### config.mk
export PLATFORM = sky130hd
export DESIGN_NAME = stage_reg_read
export DESIGN_NICKNAME = d
export VERILOG_FILES = /design/src/rtl/stage_reg_read.sv
export SDC_FILE = /design/constraint.sdc
export NUM_CORES = 1
export LEC_CHECK = 0
export ABC_AREA = 0
export CORE_MARGIN = 2
export CORE_UTILIZATION = 40
export CTS_BUF_LIST = sky130_fd_sc_hd__clkbuf_4
export CTS_CLUSTER_SIZE = 30
export DETAILED_ROUTE_END_ITERATION = 10
export PLACE_DENSITY_LB_ADDON = 0.12
export SLEW_MARGIN = 40
export SYNTH_ARGS = -nofsm -noshare
export SYNTH_HDL_FRONTEND = slang
export SYNTH_SLANG_ARGS = --single-unit
### constraint.sdc
create_clock -name clk -period 3.2 [get_ports clk]
set_input_delay 0.32 -clock clk [delete_from_list [all_inputs] [get_ports clk]]
set_output_delay 0.32 -clock clk [all_outputs]
set_load 0.005 [all_outputs]
### src/rtl/stage_reg_read.sv
`default_nettype none
// ============================================================================
//  Module   : stage_reg_read
//  Brief    : Operand-read stage. Holds the register file, bypasses write-back
//             data into source reads, keeps a pending-write scoreboard per
//             register and presents a registered bundle to execute.
//  Revision : 1.0
// ============================================================================
module stage_reg_read #(
    parameter int DBITS               = 32,
    parameter int REG_INDEX_BIT_WIDTH = 4,
    parameter int CNT_BITS            = 2,
    parameter int CTRL_BITS           = 16
) (
    input  logic                           clk,
    input  logic                           reset,
    input  logic                           id_valid,
    output logic                           id_ready,
    input  logic [REG_INDEX_BIT_WIDTH-1:0] id_src1,
    input  logic [REG_INDEX_BIT_WIDTH-1:0] id_src2,
    input  logic                           id_use1,
    input  logic                           id_use2,
    input  logic [REG_INDEX_BIT_WIDTH-1:0] id_dest,
    input  logic                           id_wr_reg,
    input  logic [CTRL_BITS-1:0]           id_ctrl,
    input  logic                           wb_retire,
    input  logic                           wb_wr,
    input  logic [REG_INDEX_BIT_WIDTH-1:0] wb_addr,
    input  logic [DBITS-1:0]               wb_din,
    input  logic                           flush,
    output logic                           ex_valid,
    input  logic                           ex_ready,
    output logic [DBITS-1:0]               ex_op1,
    output logic [DBITS-1:0]               ex_op2,
    output logic [REG_INDEX_BIT_WIDTH-1:0] ex_dest,
    output logic                           ex_wr_reg,
    output logic [CTRL_BITS-1:0]           ex_ctrl
);

    localparam int                  NREGS     = 2**REG_INDEX_BIT_WIDTH;
    localparam logic [CNT_BITS-1:0] C_CNT_MAX = '1;

    logic [DBITS-1:0]    r_regs    [NREGS];
    logic [CNT_BITS-1:0] r_cnt     [NREGS];
    logic [CNT_BITS-1:0] w_cnt_nxt [NREGS];

    logic             w_wb_we;
    logic [DBITS-1:0] w_rd1;
    logic [DBITS-1:0] w_rd2;
    logic             w_dec1;
    logic             w_dec2;
    logic             w_haz1;
    logic             w_haz2;
    logic             w_sat;
    logic             w_advance;
    logic             w_accept;

    // A write without a retire is not a legal write-back and is dropped.
    assign w_wb_we = wb_wr && wb_retire;

    assign w_rd1 = (w_wb_we && (wb_addr == id_src1)) ? wb_din : r_regs[id_src1];
    assign w_rd2 = (w_wb_we && (wb_addr == id_src2)) ? wb_din : r_regs[id_src2];

    // A retire in this cycle already removes its writer from the hazard count.
    assign w_dec1 = wb_retire && (wb_addr == id_src1);
    assign w_dec2 = wb_retire && (wb_addr == id_src2);
    assign w_haz1 = id_use1 && (r_cnt[id_src1] != CNT_BITS'(w_dec1));
    assign w_haz2 = id_use2 && (r_cnt[id_src2] != CNT_BITS'(w_dec2));
    assign w_sat  = id_wr_reg && (r_cnt[id_dest] == C_CNT_MAX);

    assign w_advance = !ex_valid || ex_ready;
    assign id_ready  = reset && w_advance && !flush && !w_haz1 && !w_haz2 && !w_sat;
    assign w_accept  = id_valid && id_ready;

    always_comb begin
        for (int i = 0; i < NREGS; i++) begin
            w_cnt_nxt[i] = r_cnt[i]
                + CNT_BITS'(w_accept && id_wr_reg && (id_dest == REG_INDEX_BIT_WIDTH'(i)))
                - CNT_BITS'(wb_retire && (wb_addr == REG_INDEX_BIT_WIDTH'(i)))
                - CNT_BITS'(flush && ex_valid && ex_wr_reg && (ex_dest == REG_INDEX_BIT_WIDTH'(i)));
        end
    end

    always_ff @(posedge clk or negedge reset) begin
        if (!reset) begin
            for (int i = 0; i < NREGS; i++) begin
                r_regs[i] <= '0;
                r_cnt[i]  <= '0;
            end
        end else begin
            for (int i = 0; i < NREGS; i++) begin
                r_cnt[i] <= w_cnt_nxt[i];
            end
            if (w_wb_we) begin
                r_regs[wb_addr] <= wb_din;
            end
        end
    end

    // Flush only kills the valid bit; the data fields may keep stale values.
    always_ff @(posedge clk or negedge reset) begin
        if (!reset) begin
            ex_valid  <= 1'b0;
            ex_op1    <= '0;
            ex_op2    <= '0;
            ex_dest   <= '0;
            ex_wr_reg <= 1'b0;
            ex_ctrl   <= '0;
        end else begin
            if (flush) begin
                ex_valid <= 1'b0;
            end else if (w_advance) begin
                ex_valid <= w_accept;
            end
            if (w_accept) begin
                ex_op1    <= w_rd1;
                ex_op2    <= w_rd2;
                ex_dest   <= id_dest;
                ex_wr_reg <= id_wr_reg;
                ex_ctrl   <= id_ctrl;
            end
        end
    end

endmodule
`default_nettype wire

Yosys cells after proc, flatten, opt, wreduce, memory -nomap -nowiden
Index checks and enable logic that the tools add are counted.
{ "op_classes": {"muxes": 22, "magnitude_cmp": 5, "add_sub_neg": 48, "bitwise_logic": 4, "reduce_logical": 76, "eq_ne": 50} }
{ "ops": {"columns": ["op", "count"], "rows": [
  ["$bwmux W512", 1],
  ["$bmux W32 S4", 2],
  ["$mux W32", 7],
  ["$demux W32 S4", 1],
  ["$eq A4 B4 Y1 const B", 24],
  ["$logic_and A1 B1 Y1", 66],
  ["$sub A2 B1 Y2", 32],
  ["$eq A4 B3 Y1 const B", 12],
  ["$add A2 B1 Y2", 16],
  ["$bmux W2 S4", 3],
  ["$eq A4 B2 Y1 const B", 6],
  ["$ge A5 B5 Y1 const B", 4],
  ["$not A4 Y5", 4],
  ["$eq A4 B1 Y1 const B", 3],
  ["$logic_not A4 Y1", 3],
  ["$mux W2", 6],
  ["$eq A4 B4 Y1", 2],
  ["$logic_not A1 Y1", 5],
  ["$lt A5 B1 Y1 const B", 1],
  ["$ne A2 B1 Y1", 2],
  ["$eq A2 B2 Y1 const B", 1],
  ["$mux W1", 2],
  ["$reduce_bool A2 Y1", 1],
  ["$logic_or A1 B1 Y1", 1]
]} }
{ "word_totals": {"register_bits": 630, "out_inout_bits": 87} }

Longest topological paths before layout
{ "logic_depth": {"word_depth": 16, "depth_mapped": 12, "depth_no_buf": 9} }

Worst setup path after synthesis
Ideal clock, no wire load.
{ "synth_path": {"path_kind": "input -> register", "from": "in id_src2[0]", "to": "reg r_cnt[29] in the netlist's numbering", "slack_ns": 0.342, "arrival_ns": 2.778, "t_required_ns": 3.120, "setup_ns": 0.080, "cell_stages": 11, "path_cell_list": "buf_6 -> mux4_2 -> a22oi_1 -> a31oi_1 -> nor4_4 -> or4b_4 -> buf_2 -> nor4_2 -> ha_1 -> xor2_1 -> xnor2_1"} }
{ "synth_lines": {"columns": ["item", "line", "source"], "rows": [
  ["from (decl)", "20", "input logic [REG_INDEX_BIT_WIDTH-1:0] id_src2,"],
  ["to (signal, indexed assignment)", "92", "r_cnt[i] <= w_cnt_nxt[i];"],
  ["to (decl)", "44", "logic [CNT_BITS-1:0] r_cnt [NREGS];"]
]} }

Worst setup path in the final report
{ "layout_path": {"from": "reg r_cnt[9] in the netlist's numbering", "to": "out id_ready"} }
{ "layout_between": {"elab_chain_cells": 9, "word_cells_on_any_way": 21, "cone_classes": "eq/ne: 3; mux: 9; reduce/logical: 9"} }
{ "layout_rtl": {"columns": ["item", "line", "source"], "rows": [
  ["$bmux W2 S4", "67", "assign w_haz1 = id_use1 && (r_cnt[id_src1] != CNT_BITS'(w_dec1));"],
  ["$mux W2 (not written as such) (2 in series)", "67", null],
  ["$ne A2 B1 Y1", "67", null],
  ["$logic_and A1 B1 Y1", "67", null],
  ["$logic_not A1 Y1", "72", "assign id_ready = reset && w_advance && !flush && !w_haz1 && !w_haz2 && !w_sat;"],
  ["$logic_and A1 B1 Y1 (2 in series)", "72", null],
  ["$logic_and A1 B1 Y1 (*)", "72", null],
  ["to (decl)", "18", "output logic id_ready,"]
]} }
Mark *: on every way between the ends. The rest lies on a longest branch, timed or not. The select of a mux whose other input is x is not followed.

==> results.py <==
metrics = {
    "floorplanning": {
        "die_h_um": 294,
        "core.rowCount": 106,
        "core_um2": 83300,
        "initial_core_util": 0.403,
        "io-pin-count": 161,
        "die_w_um": 294,
        "dieArea_um2": 86200,
    },
    "drt": {
        "ant_nets": 0,
        "vias_per_cell": 5.84,
        "num_vias": 20800,
        "drt_iter0_drc": 1122,
        "routed_wirelength_mm": 95.5,
        "detail_route.wl_per_cell_um": 26.8,
        "drc": 0,
        "drtPass1Iterations": 5,
    },
    "global_routing": {
        "track_usage": 0.227,
        "overflow": 0,
        "grt_max_degree": 128,
        "grt_pass1_vias": 22500,
        "grt_pass1_wl_mm": 145,
        "antenna_found_initial": 3,
    },
    "cells_and_area": {
        "seq_area_um2": 15800,
        "synthToLayoutAreaGrowth_pct": 17.4,
        "fin_nets": 2453,
        "multi_input_area_um2": 17000,
        "largest_register": "r_regs",
        "largest_register_ff_count": 512,
        "drive_gt1_frac": 0.564,
        "num-fill-cells": 7264,
    },
    "yosys": {
        "syn-cell-area_um2": 33500,
        "synth_edf_count": 0,
        "synth_cell_types": 42,
        "post_synth.cell_area_avg_um2": 16.1,
        "synth_largest_area_cell": "dfrtp_1",
        "async_reset_ff_frac": 1.00,
        "synth-seq-cells": 630,
        "synthCells": 2081,
        "yosysTopAreaCellShare": 0.470,
        "ys_seq_area_frac": 0.470,
        "synth_ff_type": "dfrtp_1",
        "synth_warnings": 0,
        "syn-num-nets": 2187,
        "synth.area.top_cells": "dfrtp_1, mux4_2, mux2_2, clkbuf_1, fa_1",
    },
    "worst_setup_path": {
        "rr_worst_depth": 8,
        "crit_path_end_kind": "output pin",
        "reg2reg_from": "r_cnt[30]",
        "crit_type": "flip-flop to output pin",
        "crit_path_start_kind": "flip-flop",
        "path_max_fanout": 3,
        "critPathArrivalTime_ns": 3.04,
        "regToRegSetupSlack_ns": 0.09,
        "required_ns": 2.88,
        "regToRegEndpoint": "ex_valid",
    },
    "clock_network": {
        "cts_tree": "done",
        "cts_max_path_buffers": 3,
        "clkSinkCount": 630,
        "cts.clk_slew.worst_paths_ns": 0.07,
        "numCtsBuffers": 174,
        "cts-root-buf": "clkbuf_4",
        "worstSkewPairLatency_ns": 0.99,
        "htree_levels": 4,
    },
    "power_and_ir_drop": {
        "p_sw_frac": 0.286,
        "power_density_nw_per_um2": 635,
        "power_uw": 25000,
        "vdd_drop_max_mv": 0.291,
        "p_sw_uw": 7170,
        "power_leakage_uw": 0.0167,
        "power.internal_uw": 17900,
        "clockPowerShare": 0.287,
        "seqPwrFrac": 0.453,
        "combPwrFrac": 0.260,
    },
    "place": {
        "portBuffers": 160,
        "post-dp-hpwl_mm": 53.8,
        "gp_congestion": 0.847,
    },
    "worst_hold_path": {
        "min_path_type": "input pin to flip-flop",
        "min_from": "id_dest[2]",
        "hold_depth": 2,
        "hold_end": "ex_dest[2]",
    },
    "sta": {
        "slew_violations": 0,
        "timing.fmax_mhz": 298,
        "setup_violations": 1,
        "worst_slack_ns": -0.157,
        "finalClockSkew_ns": 0.0705,
        "rsz0062_at_grt": "yes",
        "hold_viol": 0,
        "fin_setup_tns_ns": -0.157,
        "worst_pin_slew_ns": 0.908,
        "slew_headroom": 0.394,
        "period_minus_slack_ns": 3.36,
        "fin_crit_sh": 1.05,
        "hold_slack_ns": 0.205,
    },
    "run_status": {
        "status": "finished, violations left",
        "violations": "setup timing",
    },
    "run": {
        "maxCapViolations": 0,
    },
}
-- synthesized netlist by cell type, drive strengths merged (13+ instances only) --
cell type	n
ha	16
mux2	663
buf	59
nand3	23
fa	16
inv	21
xnor2	32
nor2	35
nor3	13
dfrtp	630
nand2	39
mux4	335
clkbuf	126
-- power by group through the flow --
stage	logic, uW	clock network [uW]	registers (uW)
finish	6500	7180	11300
global route	7010	7910	11600
CTS	6550	7460	11300
detailed placement	6430	0	11500
global placement	6290	0	11300
floorplan	4230	0	11000
-- logic make-up after synthesis --
group                    Yosys count  synth area share
XOR/XNOR                          40            0.0104
AND/OR/NAND/NOR                  152            0.0241
AO/OA/AOI/OAI                     17           0.00343
flip-flops                       630             0.470
multiplexers                    1004             0.450
adder cells (fa/ha/maj)           32            0.0155
buffers and inverters            206            0.0267
-- metrics by stage --
stage                util  std cells  setup WS [ns]  instance area [um^2]
floorplan               -       2081          0.342                 33500
global placement    0.442       3217         0.0425                 36800
detailed placement  0.443       3220        -0.0251                 36900
CTS                 0.472       3552         -0.311                 39300
global route        0.473       3558         -0.341                 39400
finish              0.473       3558         -0.157                 39400
-- worst max-delay path, stage by stage (launching register included) --
cell,delay [ns]
dfrtp_1,0.42
mux4_2,0.48
mux2i_1,0.15
nor2_1,0.09
nor4_4,0.28
buf_4,0.16
nand3_2,0.07
nor3_2,0.14
buf_4,0.15
buf_6,0.09
-- how the worst max path moves through the flow --
| stage | endpoint | depth (start not counted) | slack, ns | start |
|---|---|---|---|---|
| detailed placement | r_cnt[29] | 10 | -0.03 | id_dest[1] |
| finish | id_ready | 9 | -0.16 | r_cnt[9] |
| floorplan | r_cnt[29] | 11 | 0.34 | id_src2[0] |
| global placement | r_cnt[5] | 11 | 0.04 | wb_addr[0] |
| CTS | id_ready | 9 | -0.31 | r_cnt[5] |
| global route | id_ready | 9 | -0.34 | r_cnt[9] |
-- cell type report --
type,instances,area share
multi-input cells,1245,0.432
flip-flops and latches,630,0.400
repair buffers,275,0.0766
clock buffers,242,0.0461
well taps,1080,0.0343
clock inverters,64,0.00839
inverters,21,0.00200
diodes,1,0.0000635
-- routing by layer --
| metal | vias up | part of all wire | track usage |
|---|---|---|---|
| li1 | 8695 | - | - |
| met1 | 11300 | 0.44 | 0.306 |
| met2 | 570 | 0.49 | 0.367 |
| met3 | 190 | 0.045 | 0.0410 |
| met4 | 4 | 0.029 | 0.0875 |
| met5 | - | 0.00031 | 0 |
-- cells in the final DEF (no fill, tap or decap), types with 16 or more instances in the layout --
cell	count
buf_12	32
buf_4	56
clkbuf_4	242
clkdlybuf4s50_1	150
clkinv_1	50
dfrtp_1	628
dlygate4sd3_1	21
fa_1	16
ha_1	16
inv_1	21
mux2_2	660
mux4_2	335
nand2_1	33
nand3_1	22
nor2_1	23
xnor2_1	32
-- what timing repair did --
| item | in CTS | in global routing |
|---|---|---|
| gates resized for setup | 8 | 5 |
| buffers inserted | 5 | 3 |
| setup endpoints to repair | 1 | 6 |
| hold endpoints to repair | 201 | 0 |
| pin swaps | 0 | 1 |
| hold buffers | 21 | 0 |
No activity file was read; power rests on OpenSTA's default activity.
